$ cat src/rtl/alu_seq_pkg.sv
// Shared constants and FSM state encoding for the two-requester accumulator ALU sequencer.
package alu_seq_pkg;

    localparam int DATA_W = 16;
    localparam int OP_W   = 5;
    localparam logic [OP_W-1:0] LOAD_OP = 5'b00000;

    typedef enum logic [2:0] {
        IDLE,
        LOAD,
        EXEC,
        READ,
        RESP
    } state_t;

endpackage

$ cat src/rtl/rr_arb2.sv
// Two-way round-robin arbiter, purely combinational (zero latency, no backpressure).
// On contention the requester that did not win last time is chosen.
module rr_arb2 (
    input  logic [1:0] valid_i,
    input  logic       last_grant_i,
    output logic       grant_valid_o,
    output logic       grant_id_o
);

    assign grant_valid_o = |valid_i;
    assign grant_id_o    = (&valid_i) ? ~last_grant_i : valid_i[1];

endmodule

$ cat src/rtl/alu_seq.sv
// Shares one accumulator ALU between two requesters: load, execute, read back, respond.
// Response 3 edges after accept (2 when load is skipped); a stalled response blocks all new accepts.
module alu_seq
    import alu_seq_pkg::*;
(
    input  logic              clk,
    input  logic              rst_n,
    input  logic              req0_valid,
    output logic              req0_ready,
    input  logic [OP_W-1:0]   req0_op,
    input  logic [DATA_W-1:0] req0_lhs,
    input  logic [DATA_W-1:0] req0_rhs,
    input  logic              req0_keep,
    input  logic              req1_valid,
    output logic              req1_ready,
    input  logic [OP_W-1:0]   req1_op,
    input  logic [DATA_W-1:0] req1_lhs,
    input  logic [DATA_W-1:0] req1_rhs,
    input  logic              req1_keep,
    output logic              rsp_valid,
    input  logic              rsp_ready,
    output logic              rsp_id,
    output logic [DATA_W-1:0] rsp_data,
    output logic              rsp_flag,
    output logic [OP_W-1:0]   alu_opcode,
    output logic [DATA_W-1:0] alu_operand,
    output logic              alu_read,
    output logic              alu_write,
    output logic              alu_writeu,
    input  logic [DATA_W-1:0] alu_accout,
    input  logic              alu_flag
);

    state_t              state_q, state_d;
    logic                last_grant_q, last_grant_d;
    logic                acc_valid_q, acc_valid_d;
    logic                id_q;
    logic [OP_W-1:0]     op_q;
    logic [DATA_W-1:0]   lhs_q, rhs_q;
    logic [DATA_W-1:0]   rsp_data_q;
    logic                rsp_flag_q;

    logic                grant_valid, grant_id, accept;
    logic [OP_W-1:0]     sel_op;
    logic [DATA_W-1:0]   sel_lhs, sel_rhs;
    logic                sel_keep;

    rr_arb2 u_arb (
        .valid_i       ({req1_valid, req0_valid}),
        .last_grant_i  (last_grant_q),
        .grant_valid_o (grant_valid),
        .grant_id_o    (grant_id)
    );

    assign accept     = (state_q == IDLE) && grant_valid;
    assign req0_ready = accept && !grant_id;
    assign req1_ready = accept && grant_id;

    assign sel_op   = grant_id ? req1_op   : req0_op;
    assign sel_lhs  = grant_id ? req1_lhs  : req0_lhs;
    assign sel_rhs  = grant_id ? req1_rhs  : req0_rhs;
    assign sel_keep = grant_id ? req1_keep : req0_keep;

    assign rsp_valid  = (state_q == RESP);
    assign rsp_id     = id_q;
    assign rsp_data   = rsp_data_q;
    assign rsp_flag   = rsp_flag_q;
    assign alu_writeu = 1'b0;

    always_comb begin
        state_d      = state_q;
        last_grant_d = last_grant_q;
        acc_valid_d  = acc_valid_q;
        alu_opcode   = '0;
        alu_operand  = '0;
        alu_read     = 1'b0;
        alu_write    = 1'b0;
        case (state_q)
            IDLE: begin
                if (accept) begin
                    // keep is only honoured once the accumulator holds a loaded value
                    state_d      = (sel_keep && acc_valid_q) ? EXEC : LOAD;
                    last_grant_d = grant_id;
                end
            end
            LOAD: begin
                alu_write   = 1'b1;
                alu_opcode  = LOAD_OP;
                alu_operand = lhs_q;
                acc_valid_d = 1'b1;
                state_d     = EXEC;
            end
            EXEC: begin
                alu_opcode  = op_q;
                alu_operand = rhs_q;
                state_d     = READ;
            end
            READ: begin
                alu_read = 1'b1;
                state_d  = RESP;
            end
            RESP: begin
                if (rsp_ready) state_d = IDLE;
            end
            default: state_d = IDLE;
        endcase
    end

    always_ff @(posedge clk) begin
        if (!rst_n) begin
            state_q      <= IDLE;
            last_grant_q <= 1'b1;
            acc_valid_q  <= 1'b0;
            id_q         <= 1'b0;
            op_q         <= '0;
            lhs_q        <= '0;
            rhs_q        <= '0;
            rsp_data_q   <= '0;
            rsp_flag_q   <= 1'b0;
        end else begin
            state_q      <= state_d;
            last_grant_q <= last_grant_d;
            acc_valid_q  <= acc_valid_d;
            if (accept) begin
                id_q  <= grant_id;
                op_q  <= sel_op;
                lhs_q <= sel_lhs;
                rhs_q <= sel_rhs;
            end
            if (state_q == READ) begin
                rsp_data_q <= alu_accout;
                rsp_flag_q <= alu_flag;
            end
        end
    end

endmodule

$ cat config.mk
export PLATFORM = sky130hd
export DESIGN_NAME = alu_seq
export DESIGN_NICKNAME = d
export VERILOG_FILES = /design/src/rtl/alu_seq_pkg.sv /design/src/rtl/rr_arb2.sv /design/src/rtl/alu_seq.sv
export SDC_FILE = /design/constraint.sdc
export NUM_CORES = 1
export LEC_CHECK = 0
export CELL_PAD_IN_SITES_DETAIL_PLACEMENT = 0
export CELL_PAD_IN_SITES_GLOBAL_PLACEMENT = 2
export CORE_ASPECT_RATIO = 0.7
export CORE_MARGIN = 5
export CORE_UTILIZATION = 23
export CTS_BUF_LIST = sky130_fd_sc_hd__clkbuf_4
export DETAILED_ROUTE_END_ITERATION = 8
export HOLD_SLACK_MARGIN = 0.06
export PLACE_DENSITY = 0.83
export RECOVER_POWER = 50
export SLEW_MARGIN = 10
export SYNTH_ARGS = -nofsm -noshare
export SYNTH_HDL_FRONTEND = slang
export SYNTH_SLANG_ARGS = --single-unit
$ cat constraint.sdc
create_clock -name clk -period 2.1 [get_ports clk]
set_input_delay 0.42 -clock clk [delete_from_list [all_inputs] [get_ports clk]]
set_output_delay 0.42 -clock clk [all_outputs]
set_load 0.01 [all_outputs]
==> reports/results.ini, run 1 <==
[run_status]
outcome = completed

[logic_synthesis]
synthesis.area_um2 = 2690
syn_avg_cell_area_um2 = 9.91
ys.flop_type = dfxtp_1
synth.ff_latch_count = 60
synth_seq_area_share_pct = 44.7
synthDistinctLibCells = 36
synth_edf_count = 0
postSynthCellCount = 271
synthesis.nets = 369
async_flop_share_pct = 0
yosysWarningCount = 0

[final_layout]
diodes = 0
multi_input_area_um2 = 1340
utilization_pct = 37.8
mostFrequentLayoutCell = clkdlybuf4s50_1
ff_latch_area_um2 = 1210
nets = 509
layout_common_cells = clkdlybuf4s50_1, dfxtp_1, a32oi_1
syn_to_final_growth_pct = 63.0
drive_above_1_share_pct = 15.9
num-fill-cells = 1191
finalNonFillerCells = 573

[pwr]
ir_drop_mv = 0.306
powerDensity_nw_per_um2 = 709
p_leak_uw = 0.00160

[grt]
gr-total-overflow = 0
antenna_found_initial = 0
grt_usage_pct = 13.4
grt_max_degree = 42
grt_pass1_vias = 2769
grt_first_pass_wirelength_um = 14800

[timing]
worst_slew_pin_slew_ns = 0.814
max_freq_mhz = 496
timing.final.crit_share_pct = 96.1
skew_ns = 0.0115
period_needed_ns = 2.02
max_slew_margin_pct = 45.7
setup_viol = 0
maxSlewViolCount = 0
rsz0062_at_grt = yes
final-hold-violation-count = 0
hold_ws_ns = 0.462

[die]
core-area_um2 = 11600
die_height_um = 100
dieArea_um2 = 14000
pin_count = 143
die_width_um = 139
initial_core_util_pct = 23.2
fp-row-count = 33

[detailed_routing]
vias_per_cell = 4.79
post_drt_wl_per_cell_um = 16.3
postRouteAntennaNets = 0
drcViolationCount = 0
drt_first_pass_iters = 4
drt-total-wl_um = 9320
vias = 2743
first_iter_violations = 125

[critical_path]
path_delay_family = buffers and inverters
crit_path_end_kind = output pin
crit_path_cell_trace = buf_6 > nor3_4 > buf_6 > buf_6 > a22o_1 > buf_2
critical_path_class = reg2out
crit_top_cell = buf_6
arrival_ns = 1.60
max_stage_delay_ns = 0.35
slowest_stage = dfxtp_2
critical_path_buf_inv_count = 4
cp.required_ns = 1.68
worstSetupStartpointType = flip-flop
critPathMaxFanout = 6

[min_path]
hold_class = reg2reg

[clock_network]
cts.htree.levels = 3
cts_sinks = 60
numCtsBuffers = 9
root_buffer = clkbuf_4
clk_latency_ns = 0.41
tritoncts = done
cts.path.max_buffers = 2
path_clk_slew_ns = 0.09

[run]
cap_violations = 0

[place]
place_congestion = 0.762
place_inst = 553
place.port_buffers = 141
dp_hpwl_um = 6640

-- cell type report --
type	instances	share of cell area, %
Clock buffer	9	1.54
Clock inverter	7	1.86
Inverter	2	0.172
Multi-Input combinational cell	178	30.5
Sequential cell	60	27.6
Tap cell	157	4.49
Timing Repair Buffer	160	33.8
-- per-stage QoR --
step                total power, µW  setup slack [ns]  cell area, µm²  TNS [ns]
detailed placement             2240            -0.171            4280     -2.14
CTS                            3180           -0.0658            4430    -0.685
finish                         3100            0.0827            4380         0
global route                   3290           -0.0312            4380    -0.120
floorplan                      1770             0.361            2690         0
global placement               2230            -0.177            4280    -0.344
-- Yosys cell counts (2+ instances only) --
master     count  share of area [%]
a21boi_0      18                5.0
a22o_1        16                5.2
a32oi_1       38                 12
and3_1         6                1.4
buf_2          7                1.3
buf_4          2               0.56
buf_6          5                2.1
clkbuf_1      17                2.4
dfxtp_1       60                 45
nand2_1       36                5.0
nor2_1         3               0.42
o21a_1         4                1.1
o2bb2ai_1     36                 12
-- cell families (layout without fill, tap and decap cells) --
group / Yosys count / in the layout / synth area share, %
multiplexers: 1 / 1 / 0.419
AND/OR/NAND/NOR: 57 / 57 / 10.5
buffers and inverters: 33 / 178 / 6.62
flip-flops: 60 / 60 / 44.7
other: 1 / 1 / 0.140
AO/OA/AOI/OAI: 119 / 119 / 37.6
-- report_power, final --
| part | internal (µW) | leakage [µW] | total (µW) | switching [µW] |
|---|---|---|---|---|
| combinational | 457 | 0.00102 | 868 | 411 |
| clock | 467 | 0.0000822 | 887 | 420 |
| sequential | 1270 | 0.000492 | 1350 | 78.3 |
-- flip-flops by register name, summed over array words and instances (netlist names) --
register and cells:
rsp_data 16, op_q 5, state_q 3, last_grant_q 1, rsp_flag 1, lhs_q 16
rsp_id 1, rhs_q 16, acc_valid_q 1
-- timing repair --
action,CTS,global route
gates cloned,1,0
endpoints found under the setup margin,26,22
gates resized for setup,85,21
hold buffers,0,0
pin swaps,2,2
buffers inserted,4,2
-- per-layer routing --
| metal | global-route usage [%] | routed length [µm] | vias to the layer above | share of wire (%) |
|---|---|---|---|---|
| li1 | - | - | 1345 | - |
| met1 | 18.2 | 4540 | 1304 | 49 |
| met2 | 19.4 | 4070 | 87 | 44 |
| met3 | 5.29 | 583 | 7 | 6.3 |
| met4 | 4.51 | 123 | 0 | 1.3 |
| met5 | 0 | 0 | - | 0 |
-- path summary, 6_finish.rpt --
check,from,end,slack (ns),cells after the start
worst min register to register,op_q[4],op_q[4],0.46,1
worst max-delay path,state_q[0],alu_operand[13],0.08,6
worst min-delay path,op_q[4],op_q[4],0.46,1
worst max register to register,last_grant_q,lhs_q[14],0.39,4
Note: power is estimated with default switching activity, not from simulation.
==> run 2: changes to the inputs <==
Settings changed: CORE_UTILIZATION 23 to 37, DONT_BUFFER_PORTS from default to 1, PLACE_DENSITY 0.83 to 0.82.
==> run 2 against run 1 <==
Against the previous run: core utilization increased by 1.6 points; die area down 35%; flip-flop and latch count is the same; hold slack got worse by 0.33 ns; routed wire length shrank 22%; critical endpoint is now lhs_q[5]; largest power group unchanged.
==> reports/results.ini, run 2 (same netlist as run 1, synthesis figures left out) <==
[run_status]
outcome = completed

[die]
die_width_um = 112  ; -20%
pin_count = 143  ; unchanged
dieArea_um2 = 9090  ; -35%
die_height_um = 81.3  ; -19%
core-area_um2 = 7190  ; -38%
initial_core_util_pct = 37.3  ; +14 points
fp-row-count = 26  ; -21%

[critical_path]
slowest_stage = clkbuf_2
worstSetupStartpointType = flip-flop
max_stage_delay_ns = 0.47  ; +0.12 ns
critical_path_buf_inv_count = 1  ; -3
crit_path_end_kind = flip-flop
path_delay_family = compound AO/OA/AOI/OAI gates
critPathMaxFanout = 37  ; +31
arrival_ns = 2.25  ; +0.65 ns
ff2ff_path_depth = 4  ; unchanged
r2r_start = state_q[2]
cp.required_ns = 2.40  ; +0.72 ns
r2r_setup_slack_ns = 0.15  ; -0.24 ns
critical_path_class = reg2reg
crit_path_cell_trace = or3_1 > o21a_1 > clkbuf_2 > o2bb2ai_1
r2r-end = lhs_q[5]

[clock_network]
numCtsBuffers = 9  ; unchanged
cts_sinks = 60  ; unchanged
cts.htree.levels = 3  ; unchanged
tritoncts = done
root_buffer = clkbuf_4
post_cts_buffers = 0  ; -4
clk_latency_ns = 0.41  ; about the same
path_clk_slew_ns = 0.09  ; about the same
cts.path.max_buffers = 2  ; unchanged

[detailed_routing]
vias = 2151  ; -22%
first_iter_violations = 93  ; -26%
vias_per_cell = 5.93  ; +24%
post_drt_wl_per_cell_um = 20.0  ; +23%
postRouteAntennaNets = 0  ; unchanged
drt_first_pass_iters = 4  ; unchanged
drt-total-wl_um = 7270  ; -22%
drcViolationCount = 0  ; unchanged

[grt]
grt_pass1_vias = 2047  ; -26%
antenna_found_initial = 0  ; unchanged
gr-total-overflow = 0  ; unchanged
grt_max_degree = 45  ; +7.1%
grt_first_pass_wirelength_um = 11000  ; -26%
grt_usage_pct = 15.8  ; +2.4 points

[timing]
rsz0062_at_grt = no
maxSlewViolCount = 0  ; unchanged
fin_setup_tns_ns = 0  ; unchanged
setup_viol = 0  ; unchanged
hold_ws_ns = 0.128  ; -0.334 ns
timing.final.crit_share_pct = 92.9  ; -3.2 points
max_freq_mhz = 513  ; +3.4%
worst_slew_pin_slew_ns = 0.828  ; +0.0140 ns
skew_ns = 0.0104  ; -0.00109 ns
max_slew_margin_pct = 44.8  ; -0.93 points
final-hold-violation-count = 0  ; unchanged
period_needed_ns = 1.95  ; -0.0670 ns

[final_layout]
syn_to_final_growth_pct = 5.68
mostFrequentLayoutCell = dfxtp_1
nets = 358  ; -30%
diodes = 0  ; unchanged
layout_common_cells = dfxtp_1, a32oi_1, o2bb2ai_1
stdcell_area_um2 = 2840  ; -35%
num-fill-cells = 731  ; -39%
drive_above_1_share_pct = 12.8  ; -3.0 points

[min_path]
min_from = rst_n
holdPathEnd = state_q[2]
hold_path_depth = 1  ; unchanged
hold_class = in2reg

[pwr]
swShare_pct = 31.1  ; +1.8 points
power.clock.fraction_pct = 27.0  ; -1.6 points
internal-power_uw = 1740  ; -21%
pwr-share-comb_pct = 18.8  ; -9.2 points
power_uw = 2530  ; -18%
pwr-share-seq_pct = 54.2  ; +11 points
powerDensity_nw_per_um2 = 892  ; +26%
p_leak_uw = 0.000922  ; -42%
ir_drop_mv = 0.384  ; +25%
p_switching_uw = 787  ; -13%

[place]
dp_hpwl_um = 5080  ; -24%
dpl_cell_area_um2 = 2720  ; -37%
place_congestion = 0.767  ; +0.59%
place.port_buffers = 0  ; -100%

[run]
cap_violations = 0  ; unchanged

## run 2: cell type report
cell class | instances | area, µm² | area share, %
clock buffers | 13 | 97.6 | 3.44
clock inverters | 3 | 13.8 | 0.485
inverters | 2 | 11.3 | 0.397
multi-input cells | 178 | 1320 | 46.4
flip-flops and latches | 60 | 1210 | 42.5
well taps | 98 | 123 | 4.32
repair buffers | 9 | 70.1 | 2.47
## run 2: worst max-delay path by stage
| stage | startpoint | end | cells after the start |
|---|---|---|---|
| floorplan | state_q[0] | alu_operand[0] | 4 |
| global placement | state_q[1] | alu_operand[8] | 4 |
| detailed placement | state_q[1] | alu_operand[9] | 4 |
| CTS | state_q[1] | alu_operand[9] | 4 |
| global route | state_q[1] | alu_operand[6] | 4 |
| finish | state_q[2] | lhs_q[5] | 4 |
## run 2: power by group through the flow
stage | sequential [µW] | combinational (µW) | clock (µW)
after floorplan | 1350 | 420 | 0
after global placement | 1400 | 468 | 0
after detailed placement | 1390 | 476 | 0
after CTS | 1370 | 478 | 730
after global routing | 1390 | 530 | 790
final | 1370 | 476 | 683
## run 2: worst register-to-register path: cells and delay by family (launching register included)
family	cells	cell delay (ns)
AOI/OAI and AO/OA	2	0.52
buffers and inverters	1	0.47
and+or+nand+nor	1	0.45
DFF	1	0.41
## run 2: per-stage QoR
step	util [%]	std cells	setup slack, ns
detailed placement	37.8	347	0.326
global placement	37.8	347	0.385
global route	39.5	363	0.0146
floorplan	-	271	0.361
CTS	39.4	363	0.0215
finish	39.5	363	0.150
## run 2: what timing repair did
item | in CTS | in global routing
hold buffers | 0 | 0
endpoints found under the setup margin | 16 | 19
gates resized for setup | 2 | 5
## run 2: routing by layer
metal	vias to the layer above	routed length, µm	track usage [%]
met5	-	0	0
met4	0	122	6.93
met3	12	659	7.07
met2	100	3070	22.0
met1	1001	3420	20.9
li1	1038	-	-
